## src/rtl/key_sum_ctrl_if.sv

```systemverilog
// Button/selector bundle between the key front-end and whoever drives the keys.
// The key front-end is the slave: it samples the raw buttons and drives sum and key_flag.
interface key_sum_ctrl_if;
  logic       key_add;
  logic       key_sub;
  logic [2:0] sum;
  logic       key_flag;

  modport master (output key_add, key_sub, input sum, key_flag);
  modport slave  (input key_add, key_sub, output sum, key_flag);
endinterface

```

## src/rtl/key_sum_ctrl.sv

```systemverilog
// Two debounced active-low buttons step a 3-bit wrap-around selector for the LED decoder.
// key_flag marks the first cycle in which sum holds a newly written value.
module key_sum_ctrl #(
  parameter int unsigned DB_CYCLES = 1_000_000,
  parameter logic [2:0]  SUM_INIT  = 3'd0
) (
  input  logic          clk,
  input  logic          rst_n,
  key_sum_ctrl_if.slave bus
);

  typedef enum logic [1:0] {IDLE, PRESS_FILTER, DOWN, RELEASE_FILTER} state_t;

  localparam logic [31:0] CNT_MAX = 32'(DB_CYCLES - 1);

  logic [1:0] raw;
  logic [1:0] sync_p0;
  logic [1:0] sync_p1;
  logic [1:0] press;
  logic [2:0] sum_q;
  logic       flag_q;

  function automatic logic [2:0] wrap_step(input logic [2:0] v, input logic up);
    return up ? v + 3'd1 : v - 3'd1;
  endfunction

  assign raw = {bus.key_sub, bus.key_add};

  // Stage p0/p1: two-flop synchroniser; idles high so a reset never looks like a press
  always_ff @(posedge clk or negedge rst_n) begin
    if (!rst_n) begin
      sync_p0 <= 2'b11;
      sync_p1 <= 2'b11;
    end else begin
      sync_p0 <= raw;
      sync_p1 <= sync_p0;
    end
  end

  for (genvar i = 0; i < 2; i++) begin : g_key
    state_t      state;
    state_t      state_nxt;
    logic [31:0] cnt;
    logic [31:0] cnt_nxt;
    logic        press_q;
    logic        press_nxt;
    logic        k_s;

    assign k_s      = sync_p1[i];
    assign press[i] = press_q;

    always_ff @(posedge clk or negedge rst_n) begin
      if (!rst_n) begin
        state   <= IDLE;
        cnt     <= '0;
        press_q <= 1'b0;
      end else begin
        state   <= state_nxt;
        cnt     <= cnt_nxt;
        press_q <= press_nxt;
      end
    end

    always_comb begin
      state_nxt = state;
      cnt_nxt   = '0;
      press_nxt = 1'b0;
      unique case (state)
        IDLE: begin
          if (!k_s) state_nxt = PRESS_FILTER;
        end
        PRESS_FILTER: begin
          if (k_s) begin
            state_nxt = IDLE;
          end else if (cnt == CNT_MAX) begin
            state_nxt = DOWN;
            press_nxt = 1'b1;
          end else begin
            cnt_nxt = cnt + 32'd1;
          end
        end
        DOWN: begin
          // Holding the key parks here; no auto-repeat
          if (k_s) state_nxt = RELEASE_FILTER;
        end
        RELEASE_FILTER: begin
          if (!k_s) begin
            state_nxt = DOWN;
          end else if (cnt == CNT_MAX) begin
            state_nxt = IDLE;
          end else begin
            cnt_nxt = cnt + 32'd1;
          end
        end
        default: state_nxt = IDLE;
      endcase
    end
  end

  // Stage p3: selector update; simultaneous add and sub cancel out
  always_ff @(posedge clk or negedge rst_n) begin
    if (!rst_n) begin
      sum_q  <= SUM_INIT;
      flag_q <= 1'b0;
    end else begin
      flag_q <= press[0] ^ press[1];
      if (press[0] ^ press[1]) sum_q <= wrap_step(sum_q, press[0]);
    end
  end

  assign bus.sum      = sum_q;
  assign bus.key_flag = flag_q;

endmodule

```

## src/flat_wrapper.sv

```systemverilog
// flat-port wrapper written by rule: the top's interface ports become plain ports
module key_sum_ctrl_flat 
#(
  parameter int unsigned DB_CYCLES = 1_000_000,
  parameter logic [2:0]  SUM_INIT  = 3'd0
)
  (clk, rst_n, bus_key_add, bus_key_sub, bus_sum, bus_key_flag);
  key_sum_ctrl_if bus_i ();
  input  logic clk;
  input  logic rst_n;
  input wire logic [$bits(bus_i.key_add)-1:0] bus_key_add;
  input wire logic [$bits(bus_i.key_sub)-1:0] bus_key_sub;
  output wire logic [$bits(bus_i.sum)-1:0] bus_sum;
  output wire logic [$bits(bus_i.key_flag)-1:0] bus_key_flag;
  assign bus_i.key_add = bus_key_add;
  assign bus_i.key_sub = bus_key_sub;
  assign bus_sum = bus_i.sum;
  assign bus_key_flag = bus_i.key_flag;
  key_sum_ctrl #(.DB_CYCLES(DB_CYCLES), .SUM_INIT(SUM_INIT)) u_core (.clk(clk), .rst_n(rst_n), .bus(bus_i));
endmodule
```

## config.mk

```make
export PLATFORM = sky130hd
export DESIGN_NAME = key_sum_ctrl_flat
export DESIGN_NICKNAME = d
export VERILOG_FILES = /design/src/rtl/key_sum_ctrl_if.sv /design/src/rtl/key_sum_ctrl.sv /design/src/flat_wrapper.sv
export SDC_FILE = /design/constraint.sdc
export NUM_CORES = 1
export LEC_CHECK = 0
export CAP_MARGIN = 10
export CORE_MARGIN = 2
export CORE_UTILIZATION = 45
export DETAILED_ROUTE_END_ITERATION = 16
export GPL_ROUTABILITY_DRIVEN = 0
export PLACE_DENSITY = 0.7
export SLEW_MARGIN = 20
export SYNTH_ARGS = -nofsm -noshare
export SYNTH_HDL_FRONTEND = slang
export SYNTH_SLANG_ARGS = --single-unit
```

## constraint.sdc

```tcl
create_clock -name clk -period 3 [get_ports clk]
set_input_delay 0.3 -clock clk [delete_from_list [all_inputs] [get_ports clk]]
set_output_delay 0.3 -clock clk [all_outputs]
set_load 0.01 [all_outputs]
```

Yosys cells after proc, flatten, opt, wreduce, memory -nomap -nowiden:

Index checks and enable logic that the tools add are counted.
Widths: inputs -> output; s select.

* memories: 0
* word-level logic and storage cells: 64
* ROM bits: 0
* bits in latches: 0
* flip-flop bits (word level): 78
* bits in writable memories: 0
* output and inout port bits: 4

* div/mod/pow operators: 0
* mux-type cells: 29
* equality and inequality tests: 16
* bitwise operators: 1
* shifts and indexed selects: 0
* $lt $le $gt $ge: 0
* multiply operators: 0
* reduce and logical (&&, ||, !) cells: 4
* add/subtract/negate cells: 4

Operators with widths (count)
* $mux 32: 6
* $pmux 32 s2: 2
* $add 32x1->32 const B: 2
* $eq 32x20->1 const B: 2
* $mux 2: 12
* $pmux 2 s4: 2
* $eq 2x2->1 const B: 4
* $reduce_and 4->1: 2
* $mux 1: 6
* $ne 3x1->1 const B: 2
* $ne 3x3->1 const B: 2
* $eq 2x1->1 const B: 2
* $logic_not 2->1: 2
* $ne 2x1->1 const B: 2
* $ne 2x2->1 const B: 2
* $add 3x1->3 const B: 1
* $mux 3: 1
* $sub 3x1->3 const B: 1
* $xor 1x1->1: 1

Longest topological paths before layout:

* word-level depth: 4
* gate-level depth with buffers: 7

Least setup slack after synthesis:

OpenSTA, ideal clock, no wires.

* path type: register to register
* start: reg u_core.g_key[0].cnt[20]
* end: reg u_core.g_key[0].cnt[11]
* arrival time: 2058 ps
* path buffers: 1
* data required time: 2881 ps
* setup slack: 824 ps
* cell stages (with the launch flop): 7
* period minus slack after synthesis: 2176 ps
* cells stage by stage: dfrtp_1 > or4_1 > or4b_1 > nor4_2 > nand3b_2 > buf_6 > nor2_1

* cells in the longest elaborated chain, start to end: 4
* elaborated cells between the ends (all ways): 5
* those cells by class: 1 x eq/ne; 4 x mux

Ends and longest elaborated chain
* start, declared: line key_sum_ctrl.sv:43 `logic [31:0] cnt;`
* start signal, assigned: line key_sum_ctrl.sv:59 `cnt <= cnt_nxt;`
* $eq 32x20->1 (*): line key_sum_ctrl.sv:75, key_sum_ctrl.sv:89
* $mux 32 (*): line key_sum_ctrl.sv:75, key_sum_ctrl.sv:89
* $mux 32, on equally long branches: line key_sum_ctrl.sv:87, key_sum_ctrl.sv:73
* $pmux 32 s2 (*): line key_sum_ctrl.sv:68 `unique case (state)`
* named net u_core.g_key[0].cnt_nxt[11]: line key_sum_ctrl.sv:44 `logic [31:0] cnt_nxt;`

Mark *: on every way through the listed nets, which the timed path passes. The rest lies on a longest branch.
A chain may end at the register's enable or synchronous reset.

Worst setup path after layout:

* start: reg u_core.g_key[0].cnt[20]
* end: reg u_core.g_key[0].cnt[5]

Same word-level chain as after synthesis.

==> reports/summary.txt <==
result of the run - finished clean
clock tree from TritonCTS - done
logic gate share of total power - 2.4%
number of buffers on the longest clock path - 2
met2 Track Usage GR - 22.9%
setup repair after global routing missed its margin - false
part of the Yosys area used for sequential elements - 52.7%
Inserted Clock Buffers - 9
aggregate routed wire length - 6340 µm
area growth from synthesis to layout - 8.22%
worst endpoint data arrival time - 2.79 ns
Cells after Synth - 367
largest net degree at the start of global routing - 79
Initial Util - 45.9%
prevailing post-synth register cell - dfrtp_1
post-synthesis average cell area - 10.1 µm²
crit-path max FO - 32
Core Footprint - 8090 µm²
crit share post-route - 86.3%
antenna-violating nets left - 0
total DRC errors in the routed layout - 0
pin slew with the least headroom to its limit - 0.943 ns
Sum Neg Setup Slack - 0 ns
syn_nets - 374
global-route track usage on met1 - 23.0%
met3 layer usage reported by global route - 3.51%
number of nets in the layout - 384
maximum ir drop on the vdd rail - 193 µV
synth top area cells - dfrtp_1 (50%), xor2_1 (11%), nor2_1 (7.3%)
final standard cell area without fillers - 4020 µm²
I/O pin count - 8
mean routed wirelength per cell - 13.1 µm
Seq pwr share - 60.2%
number of global-route vias before repair - 2,450
Final setup violation count - 0
count leader, synth - dfrtp_1
pins over their slew limit - 0
Synthesis Warnings - 0
Switch Pwr - 390 µW
Internal Power - 1380 µW
required time of the critical path - 3.21 ns
DP Cell Count - 471
# diodes - 0
maximum clock rate - 0.386 GHz
leakage power total - 0.00167 µW
later-pin clock latency in the skew report - 0.35 ns
site row count - 33
area of the mapped netlist - 3710 µm²
Setup Fix Bufs, Post-CTS - 0
worst rel slew slack - 37.2%
H-tree depth - 3
initial antenna violation count - 0
initial detailed-routing violation count - 120
final hold vios - 0
share of the synthesized area in the top cell type - 49.9%
Worst Setup Start Kind - register
type of the worst setup path - reg2reg
Power Density - 440 nW/µm²
die height - 94.8 µm
maxcap violations - 0
register bit count reported by yosys - 78
number of distinct library cell variants in the gate-level netlist after synthesis - 35
async set or reset register ratio after synthesis - 100%
layer with the highest usage after global routing - met1
clock share of power - 37.4%
global router's overall resource usage - 15.8%
Setup Skew - 0.00786 ns
crit end category - register
wire length of the first global-routing pass - 11,200 µm
share of final-layout standard cells stronger than drive strength 1 - 7.11%
most numerous cell types in the synthesized netlist - dfrtp_1 (74), nor2_1 (72), xor2_1 (45)
fraction of power spent switching nets - 22.1%
CP Launch Point - u_core.g_key[0].cnt[20]
clock sinks - 78
largest area contributor in the netlist - dfrtp_1
vias - 2,560
Post-synth EDFFs - 0
I/O Buffers - 7
routed via count divided by cell count - 5.28
half-perimeter wire length of the detailed placement result - 4150 µm
area enclosed by the die boundary - 8990 µm²
Placed Area - 3860 µm²
remaining global-route overflow - 0
buffer type at the clock tree root - clkbuf_8
worst hold-check path type - in2async
post-route non-filler standard cell count - 485
R2R Path Start - u_core.g_key[0].cnt[20]
post-layout util - 49.7%
horizontal die dimension - 94.8 µm
min cycle time layout - 2.59 ns
register clock-pin slew on the reported worst setup and hold paths - 0.07 ns
cells resized by post-CTS repair - 0
hold-fix buffers at CTS - 0
number of search-and-repair iterations in the first detailed-routing pass - 4
==> critical path, stage by stage (launching register included) <==
cell and delay [ns]:
dfrtp_1 0.42, or4_1 0.51, or4b_1 0.53, nor4_2 0.29, nand3b_2 0.56, nor2_1 0.13
==> power groups by stage <==
stage,Clock [µW],Combinational [µW],Sequential [µW]
3_5_place_dp,0,45.4,1090
6_report,662,43.0,1070
2_1_floorplan,0,21.9,1080
4_1_cts,677,45.6,1060
3_3_place_gp,0,44.9,1090
5_1_grt,721,50.6,1070
==> flip-flops by register name, summed over array words and instances, names as in the netlist, named ones only <==
signal and cells:
u_core.bus.key_flag 1, u_core.g_key.cnt 64, u_core.g_key.state 2, u_core.sync_p1 2, u_core.g_key.press_q 2, u_core.sync_p0 2
u_core.bus.sum 3
==> logic make-up (layout without fill, tap and decap cells) <==
group | after synthesis | count (layout) | synth area share [%]
AND/OR/NAND/NOR | 196 | 196 | 27.2
flip-flops | 78 | 78 | 52.7
XOR/XNOR | 60 | 60 | 14.2
buffers and inverters | 16 | 29 | 2.32
AO/OA/AOI/OAI | 11 | 11 | 1.58
adder cells (fa/ha/maj) | 3 | 3 | 1.21
multiplexers | 3 | 3 | 0.842
==> cell usage in the layout, fill, tap and decap left out, types with 2 or more instances in the layout <==
cell type	instances
a21oi_1	6
and2_1	4
and3_1	11
and4_1	7
buf_4	3
clkbuf_1	2
clkbuf_8	10
clkdlybuf4s50_1	6
clkinv_2	2
dfrtp_1	74
dfstp_2	4
ha_1	2
inv_1	6
mux2i_1	2
nand2_1	23
nand3_1	23
nand4_1	26
nor2_1	72
nor3_1	4
nor4_1	8
nor4_2	2
nor4b_1	2
o21ai_0	4
or3_1	5
or4_1	2
xnor2_1	15
xor2_1	45
==> worst paths after layout <==
path | endpoint | slack [ns] | cells past startpoint
setup / recovery | u_core.g_key[0].cnt[5] | 0.41 | 5
hold / removal | u_core.g_key[1].cnt[18] | 0.09 | 1
setup reg to reg | u_core.g_key[0].cnt[5] | 0.41 | 5
hold reg to reg | u_core.sync_p1[1] | 0.36 | 0
max in group asynchronous | u_core.g_key[0].cnt[27] | 2.30 | 1
min in group clk | u_core.sync_p0[0] | 0.35 | 1
==> metal layers <==
| layer | routed length, µm | up-vias |
|---|---|---|
| met2 | 2760 | 24 |
| li1 | - | 1282 |
| met1 | 3320 | 1240 |
| met5 | 0 | - |
| met4 | 108 | 0 |
| met3 | 150 | 14 |
==> area by class of cell <==
| type | count | area [µm²] |
|---|---|---|
| Clock buffer | 12 | 145 |
| Clock inverter | 2 | 10.0 |
| Fill cell | 766 | 4070 |
| Inverter | 6 | 22.5 |
| Multi-Input combinational cell | 273 | 1670 |
| Sequential cell | 78 | 1960 |
| Tap cell | 105 | 131 |
| Timing Repair Buffer | 9 | 82.6 |
==> per-stage QoR <==
| step | power (µW) | setup slack (ns) | hold WS [ns] |
|---|---|---|---|
| 2_1_floorplan | 1110 | 0.824 | 0.00441 |
| 3_3_place_gp | 1130 | 0.501 | 0.347 |
| 3_5_place_dp | 1130 | 0.402 | 0.347 |
| 4_1_cts | 1790 | 0.381 | 0.138 |
| 5_1_grt | 1840 | 0.247 | 0.188 |
| 6_report | 1770 | 0.412 | 0.0950 |
Power figures use the tool's default switching activity.
